**config.mk**
```make
export PLATFORM = sky130hd
export DESIGN_NAME = csi_rx_packet_handler
export DESIGN_NICKNAME = d
export VERILOG_FILES = /design/src/rtl/csi_rx_packet_handler.sv
export SDC_FILE = /design/constraint.sdc
export NUM_CORES = 1
export LEC_CHECK = 0
export CORE_ASPECT_RATIO = 0.5
export CORE_UTILIZATION = 59
export CTS_BUF_LIST = sky130_fd_sc_hd__clkbuf_8 sky130_fd_sc_hd__clkbuf_16
export CTS_CLUSTER_DIAMETER = 200
export DETAILED_ROUTE_END_ITERATION = 6
export GPL_TIMING_DRIVEN = 1
export PLACE_DENSITY = 0.9
export SETUP_SLACK_MARGIN = 0.2
export SLEW_MARGIN = 20
export SYNTH_ARGS = -nofsm -noshare
export SYNTH_HDL_FRONTEND = slang
export SYNTH_SLANG_ARGS = --single-unit
```
**constraint.sdc**
```tcl
create_clock -name byte_clock -period 13.5 [get_ports byte_clock]
set_clock_uncertainty 0.2 [all_clocks]
set_input_delay 2.7 -clock byte_clock [delete_from_list [all_inputs] [get_ports byte_clock]]
set_output_delay 2.7 -clock byte_clock [all_outputs]
set_load 0.005 [all_outputs]
```
**src/rtl/csi_rx_packet_handler.sv**
```systemverilog
// CSI-2 packet handler: parses the packet header, strips long-packet payload,
// emits frame/line markers and the packet_done / sync_wait handshake to the aligners.
module csi_rx_packet_handler #(
    parameter int          NUM_LANE = 2,
    parameter logic [15:0] MAX_WC   = 16'd8192
) (
    input  logic                    byte_clock,
    input  logic                    reset,
    input  logic                    enable,
    input  logic [NUM_LANE*8-1:0]   data,
    input  logic                    data_valid,
    output logic                    sync_wait,
    output logic                    packet_done,
    output logic [NUM_LANE*8-1:0]   payload,
    output logic                    payload_valid,
    output logic [5:0]              data_type,
    output logic [15:0]             word_count,
    output logic                    frame_start,
    output logic                    frame_end,
    output logic                    line_start,
    output logic                    in_frame,
    output logic                    err_len,
    output logic                    err_trunc
);

    localparam int         W         = NUM_LANE * 8;
    localparam int         HDR_WORDS = 4 / NUM_LANE;
    localparam int         LOG2      = (NUM_LANE == 4) ? 2 : ((NUM_LANE == 2) ? 1 : 0);
    localparam logic [1:0] HDR_LAST  = 2'(HDR_WORDS - 1);
    localparam logic [16:0] RND      = 17'(NUM_LANE - 1);

    typedef enum logic [2:0] {
        IDLE,
        HEADER,
        BODY,
        DONE,
        HOLDOFF
    } state_t;

    state_t      state;
    logic [31:0] hdr;
    logic [31:0] hdr_cur;
    logic [1:0]  hidx;
    logic [15:0] cnt;
    logic [15:0] pw;
    logic [15:0] tw_last;

    logic [5:0]  dt_cur;
    logic [15:0] wc_cur;
    logic [16:0] pw_calc;
    logic [16:0] tw_calc;
    logic [16:0] tw_last_calc;
    logic        is_long;
    logic        too_long;

    // Header bytes accumulate across words; the incoming word is merged in
    // so the final header word can be decoded in the cycle it arrives.
    always_comb begin
        hdr_cur = hdr;
        for (int k = 0; k < HDR_WORDS; k++) begin
            if (hidx == 2'(k)) begin
                hdr_cur[k*W +: W] = data;
            end
        end
        dt_cur       = hdr_cur[5:0];
        wc_cur       = hdr_cur[23:8];
        pw_calc      = ({1'b0, wc_cur} + RND) >> LOG2;
        tw_calc      = ({1'b0, wc_cur} + 17'd2 + RND) >> LOG2;
        tw_last_calc = tw_calc - 17'd1;
        is_long      = (dt_cur >= 6'h10);
        too_long     = (wc_cur > MAX_WC);
    end

    logic unused_ok;
    assign unused_ok = ^{hdr_cur[31:24], hdr_cur[7:6], pw_calc[16], tw_last_calc[16]};

    always_ff @(posedge byte_clock or posedge reset) begin
        if (reset) begin
            state         <= IDLE;
            hdr           <= '0;
            hidx          <= '0;
            cnt           <= '0;
            pw            <= '0;
            tw_last       <= '0;
            sync_wait     <= 1'b1;
            packet_done   <= 1'b0;
            payload       <= '0;
            payload_valid <= 1'b0;
            data_type     <= '0;
            word_count    <= '0;
            frame_start   <= 1'b0;
            frame_end     <= 1'b0;
            line_start    <= 1'b0;
            in_frame      <= 1'b0;
            err_len       <= 1'b0;
            err_trunc     <= 1'b0;
        end else if (enable) begin
            packet_done   <= 1'b0;
            payload_valid <= 1'b0;
            frame_start   <= 1'b0;
            frame_end     <= 1'b0;
            line_start    <= 1'b0;
            err_len       <= 1'b0;
            err_trunc     <= 1'b0;
            unique case (state)
                IDLE, HEADER: begin
                    if (data_valid) begin
                        hdr       <= hdr_cur;
                        sync_wait <= 1'b0;
                        if (hidx == HDR_LAST) begin
                            hidx       <= '0;
                            data_type  <= dt_cur;
                            word_count <= wc_cur;
                            cnt        <= '0;
                            pw         <= pw_calc[15:0];
                            tw_last    <= tw_last_calc[15:0];
                            if (!is_long) begin
                                state       <= DONE;
                                packet_done <= 1'b1;
                                frame_start <= (dt_cur == 6'h00);
                                frame_end   <= (dt_cur == 6'h01);
                                if (dt_cur == 6'h00) begin
                                    in_frame <= 1'b1;
                                end else if (dt_cur == 6'h01) begin
                                    in_frame <= 1'b0;
                                end
                            end else if (too_long) begin
                                state       <= DONE;
                                packet_done <= 1'b1;
                                err_len     <= 1'b1;
                            end else begin
                                state      <= BODY;
                                line_start <= 1'b1;
                            end
                        end else begin
                            hidx  <= hidx + 2'd1;
                            state <= HEADER;
                        end
                    end else if (state == HEADER) begin
                        hidx        <= '0;
                        state       <= DONE;
                        packet_done <= 1'b1;
                        err_trunc   <= 1'b1;
                    end
                end
                BODY: begin
                    if (data_valid) begin
                        payload       <= data;
                        payload_valid <= (cnt < pw);
                        cnt           <= cnt + 16'd1;
                        if (cnt == tw_last) begin
                            state       <= DONE;
                            packet_done <= 1'b1;
                        end
                    end else begin
                        state       <= DONE;
                        packet_done <= 1'b1;
                        err_trunc   <= 1'b1;
                    end
                end
                DONE: begin
                    state <= HOLDOFF;
                end
                // aligner valid is registered and can linger a few cycles
                HOLDOFF: begin
                    if (!data_valid) begin
                        state     <= IDLE;
                        sync_wait <= 1'b1;
                    end
                end
                default: begin
                    state     <= IDLE;
                    sync_wait <= 1'b1;
                end
            endcase
        end
    end

endmodule

```
==> results.md <==
- Height of the die: 77.6 µm
- Number of cell rows: 27
- Met2 routing resource usage after global routing: 0.521
- Level count of the clock H-tree: 4
- Endpoints failing hold: 0
- Wire length of the first global-routing pass: 30.1 mm
- CTS Buf Count: 17
- Overall die width: 153 µm
- Total number of vias: 5871
- Status: completed
- Worst Setup Start Kind: input port
- Top flip-flop cell by instance count after synthesis: sky130_fd_sc_hd__dfrtp_1
- PD cells: 229 nW/µm²
- Total GRT Usage: 0.326
- Initial core utilization: 0.610
- Required time at the worst-slack endpoint: 13.56 ns
- Global routing usage on met1: 0.431
- Clk pin slew, worst setup/hold paths: 0.06 ns
- # IOs: 67
- Startpoint of the most critical register-to-register path: hidx[0]$_DFFE_PP0P_
- Leakage Power: 0.00366 µW
- Nets: 846
- Number of gates given a new drive strength after cts: 0
- Fraction of registers with async set or reset after synthesis: 1.00
- Total length of routed wires: 18.1 mm
- Worst path cell trace: clkdlybuf4s50_1, or3b_1, a221o_1, or3_1, xor2_1, nor4b_4, o2111ai_2, xnor2_1, o21ai_1
- Worst-skew pair later-pin latency: 0.43 ns
- Share of final-layout standard cells stronger than drive strength 1: 0.0768
- Post-route DRC violation count: 0
- Achievable clock frequency: 0.172 GHz
- Mapped Avg Cell Area: 8.94 µm²
- M3 GR Usage: 0.0793
- Unrepaired setup endpoints after global routing: no
- Post-Layout Cell Count: 965
- Count of buffers inserted at the top-level ports: 66
- Max FO, Critical Path: 11
- Routability congestion estimate from global placement: 0.923
- CTS Hold Buffers Added: 0
- Largest net degree at the start of global routing: 94
- WP buf/inv: 1
- Core box area: 11000 µm²
- Worst-case vdd ir drop: 0.142 mV
- Commonest cells after routing, fill and taps aside: sky130_fd_sc_hd__nand2_1, sky130_fd_sc_hd__dfrtp_1, sky130_fd_sc_hd__clkdlybuf4s50_1
- CTS root buffer: sky130_fd_sc_hd__clkbuf_16
- Kind of end point of the critical path: flop
- Most used routing layer in global routing: met2
- Kind of cell adding the most delay to the critical path: simple AND/OR/NAND/NOR gates
- Maximum cell stage delay along the critical path: 0.52 ns
- Footprint of the flip-flops and latches: 3050 µm²
- Source of the worst hold timing path: payload[6]$_DFFE_PP0P_
- Worst hold path class: reg2reg
- Total clock sinks: 122
- Placed instance count: 933
- Average detailed-routed wire length per instance: 18.7 µm
- Most common cell after layout, fill and taps aside: sky130_fd_sc_hd__nand2_1
- Max-slew violation count: 0
- Total number of yosys warnings: 0
- Starting DRC count in detailed routing: 718
- TritonCTS clock tree: yes
- Aggregate negative setup slack: 0 ns
- Syn Inst Count: 754
- Filler cell count in the final layout: 688
- Total overflow reported by the global router: 0
- Post-synth EDFFs: 0
- Slowest cell on the critical path: sky130_fd_sc_hd__clkdlybuf4s50_1
- Antenna violations before repair: 0
- Final setup fails: 0
- Slew at the pin closest to its max-slew limit: 0.981 ns
- Arr. time, crit path: 5.88 ns
- Critical path launch point: data[10]
- Startpoint-to-endpoint class of the critical path: in2reg
- Share of the clock period used by the worst path: 0.431
- Area added between synthesis and finish: 19.4%
- Number of antenna-violating nets in the routed design: 0
- CTS max path bufs: 2
- Number of synthesized register bits: 122
- Max-cap violation count: 0
- Setup Fix Bufs, Post-CTS: 0
- Diodes inserted: 0
- Final critical path time including I/O delays and setup: 5.82 ns
- Net Count, Synth: 793
- Number of global-route vias before repair: 5871
- Detail Placement HPWL: 11.8 mm
- Relative slew margins: 0.345
- Synth unique cells: 65
- Cell area after synthesis: 6740 µm²
- Share of synthesized area occupied by flip-flops and latches: 0.453
- Vias per cell: 6.08
- Floorplan die area: 11900 µm²
- Area of the multi-input gates: 3410 µm²
- Pre-antenna DRT Iters: 6
## cell usage after synthesis (all sizes together), types with 2 or more instances
library cell / instances / area [µm²]
nand2: 185 / 694
dfrtp: 121 / 3030
o21ai: 66 / 330
xor2: 35 / 307
nor2: 34 / 130
inv: 32 / 120
clkbuf: 30 / 114
xnor2: 28 / 245
mux2i: 20 / 200
a21oi: 19 / 95.1
ha: 19 / 238
nand3: 17 / 85.1
nor3: 14 / 70.1
and3: 9 / 56.3
nor4: 9 / 56.3
or3: 9 / 61.3
mux2: 8 / 93.8
nand4: 8 / 50.1
buf: 7 / 52.5
a211oi: 5 / 37.5
a21o: 5 / 37.5
a31oi: 5 / 31.3
nand2b: 5 / 31.3
o211ai: 5 / 37.5
o22ai: 5 / 31.3
o31ai: 5 / 37.5
or2: 5 / 31.3
a21boi: 3 / 26.3
and2: 3 / 18.8
nor2b: 3 / 18.8
nor3b: 3 / 22.5
nor4b: 3 / 56.3
o2111ai: 3 / 32.5
or4: 3 / 22.5
nand3b: 2 / 15.0
nor4bb: 2 / 20.0
o21a: 2 / 15.0
## state kept, by name, indices dropped and copies added (netlist names), 3 cells and up
name / count
word_count: 16
data_type: 6
cnt: 16
tw_last: 16
hdr: 22
payload: 16
state: 3
pw: 16
## cells by family (layout without fill, tap and decap cells)
group / after synthesis / in the layout / synth area share
adders and majority gates: 19 / 19 / 0.0353
xor gates and xnor gates: 63 / 63 / 0.0818
buffers and inverters: 69 / 135 / 0.0425
and+or+nand+nor: 320 / 320 / 0.223
DFF: 122 / 122 / 0.453
AOI/OAI and AO/OA: 133 / 133 / 0.120
muxes: 28 / 28 / 0.0436
## worst register-to-register path: cells and delay by family, from the launching register on
kind / cells / cell delay, ns
AOI/OAI and AO/OA: 2 / 0.87
muxes: 2 / 0.80
and+or+nand+nor: 3 / 0.79
DFF: 1 / 0.57
adders and majority gates: 1 / 0.45
xor gates and xnor gates: 2 / 0.38
## cell type report
type,instances,share of cell area
Clock buffer,18,0.0546
Clock inverter,14,0.0183
Inverter,32,0.0152
Multi-Input combinational cell,563,0.423
Sequential cell,122,0.379
Tap cell,145,0.0225
Timing Repair Buffer,71,0.0867
## power by group
| group | leakage [µW] | switching (µW) | internal, µW | total, µW |
|---|---|---|---|---|
| logic | 0.00182 | 419 | 338 | 757 |
| clock network | 0.000275 | 175 | 276 | 452 |
| registers | 0.00157 | 122 | 509 | 631 |
| total | 0.00366 | 716 | 1120 | 1840 |
## per-stage QoR
stage / utilization / power (µW) / setup WS [ns] / cell area (µm²) / hold slack, ns
floorplan: - / 1080 / 7.36 / 6740 / 0.245
global placement: 0.676 / 1320 / 7.44 / 7460 / 0.256
detailed placement: 0.676 / 1350 / 7.38 / 7460 / 0.261
CTS: 0.729 / 1820 / 7.75 / 8050 / 0.277
global route: 0.729 / 1950 / 7.43 / 8050 / 0.284
finish: 0.729 / 1840 / 7.68 / 8050 / 0.274
## path summary, 6_finish.rpt
path                                             to  slack, ns  cells after the start
max reg2reg                 tw_last[14]$_DFFE_PP0P_       9.31                     10
min reg2reg                  payload[6]$_DFFE_PP0P_       0.27                      2
min                          payload[6]$_DFFE_PP0P_       0.27                      2
min in group asynchronous        cnt[2]$_DFFE_PP0P_       2.56                      2
max in group asynchronous  data_type[1]$_DFFE_PP0P_       9.25                      3
max                         tw_last[13]$_DFFE_PP0P_       7.68                      9
## metal layers
metal,wire length (µm),share of wire
met3,1770,0.098
met2,8140,0.45
met1,7630,0.42
met4,506,0.028
met5,0,0
(Power assumes the default switching activity.)
